[src/rtl/mem_port_arbiter.sv]
// Shared memory-port sequencer for the fetch and data stages: grants one request
// at a time, drives a fixed-latency single-port RAM, and returns aligned load data.
module mem_port_arbiter #(
  parameter int MEM_LATENCY = 2
) (
  input  logic        clk,
  input  logic        reset,
  input  logic        if_req,
  input  logic [31:0] if_addr,
  output logic [31:0] if_rdata,
  output logic        if_done,
  output logic        if_stall,
  input  logic        dm_req,
  input  logic        dm_rw,
  input  logic [1:0]  dm_size,
  input  logic [31:0] dm_addr,
  input  logic [31:0] dm_wdata,
  output logic [31:0] dm_rdata,
  output logic        dm_done,
  output logic        dm_err,
  output logic        dm_stall,
  output logic        ram_en,
  output logic        ram_we,
  output logic [3:0]  ram_be,
  output logic [31:0] ram_addr,
  output logic [31:0] ram_wdata,
  input  logic [31:0] ram_rdata
);

  typedef enum logic [1:0] {IDLE, ACCESS, RESP} state_t;

  localparam logic [2:0] CNT_LOAD = 3'(MEM_LATENCY - 1);

  state_t      r_state;
  state_t      w_next;
  logic        r_ptr_data;
  logic        r_sel_dm;
  logic        r_rw;
  logic        r_err;
  logic [1:0]  r_size;
  logic [2:0]  r_cnt;
  logic [31:0] r_addr;
  logic [3:0]  r_be;
  logic [31:0] r_wdata;
  logic [31:0] r_if_rdata;
  logic [31:0] r_dm_rdata;

  logic        w_grant_dm;
  logic        w_grant_if;
  logic        w_bad;
  logic [3:0]  w_be_dm;
  logic [31:0] w_wdata_dm;
  logic [31:0] w_load;

  // Data wins when it is the only requester or when the pointer favours it.
  assign w_grant_dm = (r_state == IDLE) & dm_req & (~if_req | r_ptr_data);
  assign w_grant_if = (r_state == IDLE) & if_req & ~w_grant_dm;
  assign w_bad      = (dm_size == 2'b11) | ((dm_size == 2'b01) & dm_addr[0]) |
                      ((dm_size == 2'b10) & (dm_addr[1:0] != 2'b00));

  // NOTE: every signal written in always_comb gets a default first, so no latch is inferred.
  always_comb begin
    w_be_dm    = 4'b1111;
    w_wdata_dm = dm_wdata;
    case (dm_size)
      2'b00: begin
        w_be_dm    = 4'b0001 << dm_addr[1:0];
        w_wdata_dm = {4{dm_wdata[7:0]}};
      end
      2'b01: begin
        w_be_dm    = dm_addr[1] ? 4'b1100 : 4'b0011;
        w_wdata_dm = {2{dm_wdata[15:0]}};
      end
      default: ;
    endcase
  end

  always_comb begin
    w_load = ram_rdata;
    case (r_size)
      2'b00:   w_load = {24'b0, ram_rdata[{r_addr[1:0], 3'b000} +: 8]};
      2'b01:   w_load = r_addr[1] ? {16'b0, ram_rdata[31:16]} : {16'b0, ram_rdata[15:0]};
      default: ;
    endcase
  end

  always_comb begin
    w_next = r_state;
    case (r_state)
      IDLE: begin
        if (w_grant_dm)      w_next = w_bad ? RESP : ACCESS;
        else if (w_grant_if) w_next = ACCESS;
      end
      ACCESS:  if (r_cnt == 3'd0) w_next = RESP;
      RESP:    w_next = IDLE;
      default: w_next = IDLE;
    endcase
  end

  // NOTE: sequential state uses non-blocking assignments so every register samples pre-edge values.
  always_ff @(posedge clk or posedge reset) begin
    if (reset) r_state <= IDLE;
    else       r_state <= w_next;
  end

  always_ff @(posedge clk or posedge reset) begin
    if (reset) begin
      r_ptr_data <= 1'b1;
      r_sel_dm   <= 1'b0;
      r_rw       <= 1'b0;
      r_err      <= 1'b0;
      r_size     <= 2'b00;
      r_cnt      <= 3'd0;
      r_addr     <= 32'b0;
      r_be       <= 4'b0;
      r_wdata    <= 32'b0;
      r_if_rdata <= 32'b0;
      r_dm_rdata <= 32'b0;
    end else begin
      if (w_grant_dm || w_grant_if) begin
        r_ptr_data <= w_grant_if;
        r_sel_dm   <= w_grant_dm;
        r_rw       <= w_grant_dm & dm_rw;
        r_err      <= w_grant_dm & w_bad;
        r_size     <= w_grant_dm ? dm_size : 2'b10;
        r_addr     <= w_grant_dm ? dm_addr : {if_addr[31:2], 2'b00};
        r_be       <= w_grant_dm ? w_be_dm : 4'b1111;
        r_wdata    <= w_grant_dm ? w_wdata_dm : 32'b0;
        r_cnt      <= CNT_LOAD;
      end else if (r_state == ACCESS) begin
        if (r_cnt != 3'd0) begin
          r_cnt <= r_cnt - 3'd1;
        end else if (!r_rw) begin
          if (r_sel_dm) r_dm_rdata <= w_load;
          else          r_if_rdata <= ram_rdata;
        end
      end
    end
  end

  assign if_rdata  = r_if_rdata;
  assign dm_rdata  = r_dm_rdata;
  assign if_done   = (r_state == RESP) & ~r_sel_dm;
  assign dm_done   = (r_state == RESP) & r_sel_dm;
  assign dm_err    = dm_done & r_err;
  assign if_stall  = if_req & ~if_done;
  assign dm_stall  = dm_req & ~dm_done;
  // Enables come straight from the state register, so reset drops them asynchronously.
  assign ram_en    = (r_state == ACCESS);
  assign ram_we    = ram_en & r_rw;
  assign ram_be    = r_be;
  assign ram_addr  = {r_addr[31:2], 2'b00};
  assign ram_wdata = r_wdata;

endmodule

[config.mk]
export PLATFORM = sky130hd
export DESIGN_NAME = mem_port_arbiter
export DESIGN_NICKNAME = d
export VERILOG_FILES = /design/src/rtl/mem_port_arbiter.sv
export SDC_FILE = /design/constraint.sdc
export NUM_CORES = 1
export LEC_CHECK = 0
export BUFFER_PORTS_ARGS = -buffer_cell sky130_fd_sc_hd__buf_4
export CORE_ASPECT_RATIO = 0.6
export CORE_UTILIZATION = 45
export DETAILED_ROUTE_END_ITERATION = 12
export GPL_TIMING_DRIVEN = 1
export PLACE_DENSITY = 0.83
export RECOVER_POWER = 50
export SYNTH_ARGS = -nofsm -noshare
export SYNTH_HDL_FRONTEND = slang
export SYNTH_SLANG_ARGS = --single-unit
[constraint.sdc]
create_clock -name clk -period 4.8 [get_ports clk]
set_input_delay 0.72 -clock clk [delete_from_list [all_inputs] [get_ports clk]]
set_output_delay 0.72 -clock clk [all_outputs]
set_load 0.1 [all_outputs]
---- Word-level counts from Yosys, hierarchy flattened ----
Index checks and enable logic that the tools add are counted.
word-level totals
  register bits after elaboration ......... 143
  input port bits ......................... 135
  output and inout port bits .............. 139
  word-level logic and storage cells ...... 78
cells by class
  $add $sub $neg .......................... 1
  equal/unequal tests ..................... 8
  shifts and indexed selects .............. 2
  multiplexer cells ....................... 17
  bitwise logic cells ..................... 25
  reduce and logical (&&, ||, !) cells .... 13
operators with widths
  kind                                                                     count
  32-bit one-hot mux with 2 select lines                                   2
  32-bit two-way mux                                                       2
  32-bit by 6-bit variable part select with 8-bit output                   1
  16-bit two-way mux                                                       1
  1-bit AND                                                                14
  2-bit two-way mux                                                        5
  5-bit AND reduction                                                      2
  3-bit two-way mux                                                        3
  4-bit two-way mux                                                        2
  1-bit inverter                                                           8
  4-bit one-hot mux with 2 select lines                                    1
  2-bit by 1-bit equality test with 1-bit output, second input constant    3
  2-bit equality test, second input constant                               3
  2-bit zero test                                                          3
  2-bit nonzero test                                                       3
  2-bit one-hot mux with 2 select lines                                    1
  2-bit AND reduction                                                      2
  1-bit by 2-bit left shift with 4-bit output, first input constant        1
  3-bit zero test                                                          1
  3-bit inequality test, second input constant                             1
  1-bit OR                                                                 3
  3-bit nonzero test                                                       1
  3-bit by 1-bit subtractor with 3-bit output, second input constant       1
  2-bit by 1-bit inequality test with 1-bit output, second input constant  1
  1-bit logical OR                                                         1

---- Logic depth before layout (Yosys ltp) ----
Gate-level depths: netlist of the first run.
  depth in word-level cells ............... 8
  gate-level depth with buffers ........... 9
  gate-level depth less buffers ........... 6

---- Least setup slack after synthesis of the first run ----
No wires, ideal clock.
  kind .................................... register to output
  start ................................... reg r_sel_dm
  end ..................................... out if_stall
  arrival time ............................ 4.094 ns
  data required time ...................... 4.080 ns
  slack ................................... -0.014 ns
  stages on the path, launching flop included .. 4
  buffers on the path ..................... 1
  cells stage by stage .................... dfrtp_1 buf_2 nor3b_1 nor2b_1
between the ends
  word-level cells in the longest chain between the ends .. 4
ends and longest elaborated chain
  item                             RTL line  source
  start, declared                  37        logic r_sel_dm;
  start signal, assigned           122       r_sel_dm <= w_grant_dm;
  1-bit inverter (no source line)  -
  1-bit AND                        143       assign if_done = (r_state == RESP) & ~r_sel_dm;
  net if_done                      11        output logic if_done,
  1-bit inverter                   146       assign if_stall = if_req & ~if_done;
  1-bit AND                        146
  end, declared                    12        output logic if_stall,
The timed path passes the listed nets, and every way through them passes these cells.

---- Worst setup path after layout of the first run ----
  start ................................... reg r_state[0]
  end ..................................... reg r_wdata[6], in the netlist ram_wdata[6]
between the ends
  word-level cells in the longest chain between the ends .. 6
  elaborated cells between the ends (all ways) .. 8
  those cells by class .................... mux (1); bitwise (5); reduce/logical (2)
ends and longest elaborated chain
  item                    RTL line  source
  start, declared         34        state_t r_state;
  start signal, assigned  103       else r_state <= w_next;
  2-bit zero test (*)     56, 57
  1-bit AND (2 in a row)  56        assign w_grant_dm = (r_state == IDLE) & dm_req & (~if_req | r_ptr_data);
  1-bit inverter          57        assign w_grant_if = (r_state == IDLE) & if_req & ~w_grant_dm;
  1-bit AND               57
  1-bit logical OR        120       if (w_grant_dm || w_grant_if) begin
  end signal, assigned    128       r_wdata <= w_grant_dm ? w_wdata_dm : 32'b0;
  end, declared           44        logic [31:0] r_wdata;
Every way passes the cells marked *; elsewhere a longest branch is shown, timed or not.
A chain may end at the register's enable or synchronous reset.

==> results_dict.tcl, run 1 <==
set metrics [dict create \
    vias_per_cell 5.54 \
    tns_ps 0 \
    slew_violations 80 \
    grt_max_degree 71 \
    clockBufferDepth 2 \
    grt_pass1_wl_um 33300 \
    htreeDepth 4 \
    syn_avg_cell_area_um2 11.1 \
    path_max_fanout 70 \
    cp.required_ps 5130 \
    drtIter0Drc 390 \
    routedWlPerCell_um 19.5 \
    min_period_ps 3170 \
    grt_overflow 0 \
    synth.yosys.seq_area_share_pct 48.0 \
    drive_gt1_share_pct 37.3 \
    antennaDiodeCount 0 \
    worstMarginPinSlew_ps 2020 \
    synth_area_leaders "dfrtp_1 48%, o311ai_2 6.5%, mux2_4 6.0%" \
    clkTransAtPathRegs_ps 60 \
    num_vias 6096 \
    synth_commonest_cells "142 x dfrtp_1, 54 x inv_1, 54 x o21ai_0" \
    yosysTopAreaCellShare_pct 47.7 \
    die_y_um 102 \
    critPathKind "register to register" \
    ys_async_sr_fraction_pct 100 \
    synth_cell_types 50 \
    fmax_mhz 316 \
    placementRows 36 \
    synth-main-ff-cell "dfrtp_1" \
    postRouteAntennaNets 0 \
    place_hpwl_um 15000 \
    max_stage_delay_ps 1300 \
    yosysMostFrequentCell "dfrtp_1" \
    final_cell_count_no_fill 1101 \
    fin_skew_ps 13.7 \
    synth_seq_cells 143 \
    cts_tree "built" \
    dieWidth_um 168 \
    drc 0 \
    nets 1016 \
    stdcell_area_mm2 0.00961 \
    end_kind "register" \
    cts.repair.resized 0 \
    clock-sinks 143 \
    dr.pass1.iters 4 \
    coreArea_mm2 0.0162 \
    cts_root_buffer "clkbuf_16" \
    path_cells "or2_0 > or2_4 > a22o_1" \
    cap_violations 2 \
    post-route-period-util_pct 66.0 \
    ys_warn_count 0 \
    hold_class "register to register" \
    cts_made_buffers 17 \
    critPathSlowestCell "or2_0" \
    dp_cells 1069 \
    place_area_mm2 0.00930 \
    rsz0062_at_grt "no" \
    hold_viol 0 \
    slew_headroom_pct -35.4 \
    gp_congestion 0.820 \
    nFillCells 1370 \
    antenna_found_initial 0 \
    first_global_vias 5996 \
    run_status "complete, but fails checks" \
    start_util_pct 46.0 \
    failed_checks "max-capacitance violations, max-slew violations" \
    syn_to_final_growth_pct 28.9 \
    die_area_mm2 0.0171 \
    cts-hold-fix-buffers 0 \
    synth_edf_count 0 \
    post_cts.repair.setup_buffers 0 \
    crit_path_start_kind "register" \
    grtUsageTotal_pct 25.3 \
    setup_viol 0 \
    ios 274 \
    syn-cell-area_mm2 0.00746 \
    arrival_ps 3500 \
    yosysTopAreaCell "dfrtp_1" \
    port_buffers 269 \
    synth_cells 670 \
    clock_latency_ps 410 \
    wl_um 21400 \
]
-- path summary, 6_finish.rpt --
| kind | startpoint | to | slack, ps | depth (start not counted) |
|---|---|---|---|---|
| setup / recovery | r_state[0] | ram_wdata[6] | 1630 | 3 |
| hold / removal | r_err | r_err | 470 | 1 |
| setup reg to reg | r_state[0] | ram_wdata[6] | 1630 | 3 |
| hold reg to reg | r_err | r_err | 470 | 1 |
| max in group asynchronous | reset | dm_rdata[2] | 1900 | 3 |
| min in group asynchronous | reset | if_rdata[8] | 850 | 2 |
-- worst max-delay path, delay by kind of cell, from the launching register on --
kind / cells / cell delay, ps
DFF: 1 / 480
and+or+nand+nor: 2 / 2310
AOI/OAI and AO/OA: 1 / 260
-- state kept, by name, indices dropped and copies added (netlist names) --
name        cells
r_rw            1
dm_rdata       32
r_ptr_data      1
r_err           1
r_sel_dm        1
ram_wdata      32
r_state         2
if_rdata       32
r_size          2
ram_be          4
r_cnt           3
r_addr         32
-- stage by stage --
stage	util [%]	hold WS (ps)	setup slack, ps
4_1_cts	60.9	333	1780
3_5_place_dp	57.4	462	1810
3_3_place_gp	57.4	454	1840
2_1_floorplan	-	441	244
6_report	59.3	475	1630
5_1_grt	59.3	499	1320
-- kinds of logic (layout without fill, tap and decap cells) --
family | after synthesis | in the layout | synth area share (%)
AOI/OAI and AO/OA | 193 | 193 | 21.4
xor gates and xnor gates | 1 | 1 | 0.117
adders and majority gates | 2 | 2 | 0.336
buffers and inverters | 145 | 366 | 10.0
DFF | 143 | 143 | 48.0
muxes | 56 | 56 | 9.82
other | 1 | 2 | 0.0503
and+or+nand+nor | 129 | 129 | 10.3
-- metal layers --
layer	vias to the layer above	part of all wire [%]	GRT usage (%)
met5	-	0	0
met4	0	0.83	5.73
met3	16	7.5	6.60
met2	269	45	38.9
met1	3008	47	36.0
li1	2803	-	-
-- final cells by class --
class                   count  area [µm²]  area share [%]
clock buffers              17         425            4.43
multi-input cells         383        3150            32.8
inverters                  54         204            2.12
flip-flops and latches    143        3580            37.3
clock inverters            15         141            1.47
repair buffers            280        1850            19.2
well taps                 209         262            2.72
-- layout by cell type, fill, tap and decap left out, types with 8 or more instances in the layout --
master,count
nand3_1,30
clkbuf_16,17
and3b_1,9
dfrtp_1,142
mux2_4,30
clkbuf_1,66
o311ai_2,30
o21ai_0,54
a22o_1,13
o2bb2ai_1,24
nand2_1,10
mux2_2,17
nand4_1,16
mux2i_1,9
nor2_1,12
buf_4,211
a31oi_1,15
o211ai_1,8
inv_1,53
a21oi_1,17
nor2b_1,30
Power of run 1 is left out: the tool's default activity adds up to more than one toggle a clock period on the data nets, which glitch-free logic cannot reach.
==> inputs of run 2 (changes only) <==
--- a/config.mk
+++ b/config.mk
@@ -7,10 +7,10 @@
 export LEC_CHECK = 0
 export BUFFER_PORTS_ARGS = -buffer_cell sky130_fd_sc_hd__buf_4
 export CORE_ASPECT_RATIO = 0.6
-export CORE_UTILIZATION = 45
+export CORE_UTILIZATION = 50
 export DETAILED_ROUTE_END_ITERATION = 12
 export GPL_TIMING_DRIVEN = 1
-export PLACE_DENSITY = 0.83
+export PLACE_DENSITY = 0.87
 export RECOVER_POWER = 50
 export SYNTH_ARGS = -nofsm -noshare
 export SYNTH_HDL_FRONTEND = slang
==> constraint.sdc (replaced) <==
create_clock -name clk -period 3.29 [get_ports clk]
set_input_delay 0.4935 -clock clk [delete_from_list [all_inputs] [get_ports clk]]
set_output_delay 0.4935 -clock clk [all_outputs]
set_load 0.1 [all_outputs]
==> run 2 against run 1 <==
- the run still ends with max-capacitance violations, max-slew violations left
- clock-buffer cell count increased by 1
- sequential share of layout area decreased by 0.12 points
- non-clock buffer count grew 2
- flip-flop and latch count is the same
- final cell count shrank 0.91%
- fmax is 32% higher
- via count rose by 1.4%
- clock skew down 0.72 ps
==> results_dict.tcl, run 2 (synthesis gave the netlist of run 1 again) <==
set metrics [dict create \
    cts_made_buffers 17 \
    port_buffers 269 \
    min_period_ps 2400 \
    drive_gt1_share_pct 37.3 \
    grt_pass1_wl_um 33100 \
    post_cts.repair.setup_buffers 0 \
    slew_headroom_pct -8.50 \
    rsz0062_at_grt "no" \
    syn_to_final_growth_pct 29.3 \
    slew_violations 35 \
    nFillCells 1186 \
    htreeDepth 4 \
    hold_class "input port to register" \
    r2r-start "r_cnt[0]" \
    arrival_ps 2670 \
    vias_per_cell 5.67 \
    die_area_mm2 0.0154 \
    timing.rr.end "dm_rdata[28]" \
    wl_um 21300 \
    antennaDiodeCount 0 \
    grtUsageTotal_pct 27.9 \
    layout_common_cells "210 x buf_4, 142 x dfrtp_1, 67 x clkbuf_1, 54 x o21ai_0, 53 x inv_1" \
    r2r_slack_ps 890 \
    final_common_cell "buf_4" \
    end_kind "register" \
    cp.required_ps 3570 \
    hold_viol 0 \
    nets 1018 \
    place_hpwl_um 15000 \
    clock-sinks 143 \
    clkTransAtPathRegs_ps 60 \
    crit_path_start_kind "register" \
    postRouteAntennaNets 0 \
    routedWlPerCell_um 19.5 \
    cap_violations 1 \
    grt_overflow 0 \
    path_max_fanout 33 \
    dr.pass1.iters 4 \
    ios 274 \
    cts-hold-fix-buffers 0 \
    setup_viol 0 \
    cts.repair.resized 0 \
    cts_root_buffer "clkbuf_16" \
    r2r_cells 8 \
    fmax_mhz 417 \
    dieWidth_um 160 \
    multiInputGateArea_mm2 0.00315 \
    drtIter0Drc 475 \
    register_area_mm2 0.00358 \
    gp_congestion 0.876 \
    fin_skew_ps 13.0 \
    run_status "complete, but fails checks" \
    post-route-period-util_pct 72.9 \
    clockBufferDepth 2 \
    clock_latency_ps 410 \
    num_vias 6181 \
    start_util_pct 51.4 \
    tns_ps 0 \
    crit_start "r_cnt[0]" \
    first_global_vias 6111 \
    antenna_found_initial 0 \
    failed_checks "max-capacitance violations, max-slew violations" \
    drc 0 \
    critPathKind "register to register" \
    cts_tree "built" \
    die_y_um 96.6 \
    worstMarginPinSlew_ps 1620 \
    placementRows 34 \
    coreArea_mm2 0.0145 \
    grt_max_degree 71 \
    endpoint "dm_rdata[28]" \
]
run 2: cell types whose count changed in the layout (fill, tap and decap cells not counted), moves of 3 or more:
cell	delta
inv_8	-4
clkinv_4	+3
clkinv_2	+3
buf_12	+3
inv_6	-4
run 2: worst max-delay path: stages, from the launching register on:
cell and delay (ps):
dfrtp_1 380, inv_1 60, ha_1 140, ha_1 200, and4bb_1 240, buf_4 360
and2_0 530, buf_12 240, o21ai_0 100
run 2: worst min-delay path by stage:
stage                     cells after the start  slack, ps     startpoint            end
after global routing                          3        330   dm_wdata[13]  ram_wdata[13]
after floorplan                               1        440          r_err          r_err
after CTS                                     2        250          reset    if_rdata[0]
final                                         3        330   dm_wdata[25]  ram_wdata[25]
after detailed placement                      1        480  ram_wdata[12]  ram_wdata[12]
after global placement                        1        450          r_err          r_err
run 2: layout make-up:
class | instances | area share (%)
well taps | 198 | 2.57
inverters | 54 | 2.12
repair buffers | 282 | 19.7
clock buffers | 18 | 4.56
multi-input cells | 383 | 32.7
flip-flops and latches | 143 | 37.1
clock inverters | 13 | 1.21
run 2: per-layer routing:
metal	share of wire (%)	GRT usage, %	up-vias
li1	-	-	2799
met1	45	37.4	3082
met2	45	42.8	259
met3	8.4	8.37	41
met4	2.2	10.6	0
met5	0	0	-
run 2: metrics by stage:
step / utilization (%) / area, µm² / instances / hold slack, ps / setup slack (ps)
final: 66.4 / 9640 / 1091 / 328 / 891
after global routing: 66.4 / 9640 / 1091 / 328 / 451
after CTS: 68.3 / 9910 / 1091 / 249 / 907
after detailed placement: 64.5 / 9350 / 1060 / 475 / 932
after global placement: 64.5 / 9350 / 1060 / 452 / 970
after floorplan: - / 7470 / 671 / 441 / 32.2
Power of run 2 is left out for the same reason.
==> inputs of run 3 (changes only) <==
==> constraint.sdc (replaced) <==
create_clock -name clk -period 2.3 [get_ports clk]
set_input_delay 0.345 -clock clk [delete_from_list [all_inputs] [get_ports clk]]
set_output_delay 0.345 -clock clk [all_outputs]
set_load 0.1 [all_outputs]
==> run 3 against run 2 <==
- clock-buffer cell count shrank 1
- final area increased by 0.95%
- via count down 0.31%
- the run still ends with max-capacitance violations, max-slew violations left
- global-route usage fell by 0.075 points
- register-to-register slack worse by 690 ps
- hold slack lost 140 ps
- fmax up 15%
- sequential share of layout area shrank 0.35 points
- final cell count rose by 0.46%
- largest cell class unchanged
- non-clock buffer count is 4 higher
- highest routed layer unchanged
==> results_dict.tcl, run 3 (synthesis gave the netlist of run 1 again) <==
set metrics [dict create \
    run_status "complete, but fails checks" \
    failed_checks "max-capacitance violations, max-slew violations" \
    fin_skew_ps 16.5 \
    cts_tree "built" \
    slew_violations 144 \
    postRouteAntennaNets 0 \
    die_area_mm2 0.0154 \
    clkTransAtPathRegs_ps 70 \
    gp_congestion 0.882 \
    first_global_vias 5959 \
    drive_gt1_share_pct 40.2 \
    rsz0062_at_grt "no" \
    finalWorstSetupSlack_ps 206 \
    htreeDepth 4 \
    cp.required_ps 2570 \
    clock_latency_ps 410 \
    vias_per_cell 5.62 \
    cap_violations 1 \
    clockBufferDepth 2 \
    grt_max_degree 144 \
    port_buffers 269 \
    final_cell_count_no_fill 1096 \
    grtUsageTotal_pct 27.8 \
    fmax_mhz 477 \
    post-place-ws_ps 144 \
    drc 0 \
    syn_to_final_growth_pct 30.5 \
    dr.pass1.iters 5 \
    slew_headroom_pct -30.0 \
    cts_made_buffers 17 \
    path_max_fanout 33 \
    min_period_ps 2090 \
    tns_ps 0 \
    critPathKind "register to register" \
    nets 1022 \
    dp_cells 1064 \
    die_y_um 96.6 \
    hold_class "input port to register" \
    crit_path_start_kind "register" \
    place_hpwl_um 14900 \
    routedWlPerCell_um 19.4 \
    clock-sinks 143 \
    ios 274 \
    grt_pass1_wl_um 33100 \
    register_area_mm2 0.00358 \
    antenna_found_initial 0 \
    placementRows 34 \
    arrival_ps 2360 \
    antennaDiodeCount 0 \
    start_util_pct 51.4 \
    multiInputGateArea_mm2 0.00317 \
    num_vias 6162 \
    cts_root_buffer "clkbuf_16" \
    coreArea_mm2 0.0145 \
    wl_um 21300 \
    dieWidth_um 160 \
    nFillCells 1165 \
    hold_viol 0 \
    drtIter0Drc 438 \
    end_kind "register" \
    worstMarginPinSlew_ps 1950 \
    final_common_cell "buf_4" \
    grt_overflow 0 \
    post-route-period-util_pct 91.1 \
    setup_viol 0 \
    layout_common_cells "212 x buf_4, 142 x dfrtp_1, 54 x o21ai_0, 53 x inv_1, 46 x clkbuf_1" \
]
run 3: changes by cell type in the layout (fill, tap and decap cells not counted), sizes merged:
cell    previous run  this run
inv               55        61
buf              213       218
clkinv             7         3
clkbuf            87        85
run 3: path summary, 6_finish.rpt:
check,cells after the start,from,slack (ps),end
min in group asynchronous,3,reset,640,if_rdata[10]
min reg2reg,1,r_err,480,r_err
min,2,dm_rw,190,r_rw
max reg2reg,8,r_cnt[0],210,dm_rdata[28]
max in group asynchronous,3,reset,390,dm_rdata[15]
max,8,r_cnt[0],210,dm_rdata[28]
run 3: what timing repair did:
| item | in CTS | in global routing |
|---|---|---|
| setup endpoints to repair | 0 | 18 |
| resized for setup | 0 | 1 |
| hold buffers | 0 | 0 |
| buffers inserted | 0 | 0 |
run 3: final cells by class:
type,instances,share of cell area (%)
clock buffer,17,4.37
clock inverter,15,1.53
inverter,54,2.10
multi-input combinational,383,32.6
sequential,143,36.8
tap,198,2.55
timing repair buffer,286,20.1
run 3: critical path, stage by stage, from the launching register on:
cell	delay, ps
dfrtp_1	390
inv_1	60
ha_1	140
ha_1	180
and4bb_1	250
buf_6	280
and2_0	170
buf_4	320
o21ai_0	150
run 3: through the flow:
stage | area, µm² | util, % | hold slack (ps)
final | 9730 | 67.1 | 185
after CTS | 9970 | 68.8 | 174
after floorplan | 7490 | - | 441
after global placement | 9400 | 64.8 | 457
after detailed placement | 9400 | 64.8 | 468
after global routing | 9730 | 67.1 | 173
run 3: routing by layer:
metal,track usage (%),share of wire (%)
met1,39.7,46
met2,43.2,45
met3,6.49,7.3
met4,5.93,0.89
met5,0,0
Power of run 3 is left out for the same reason.
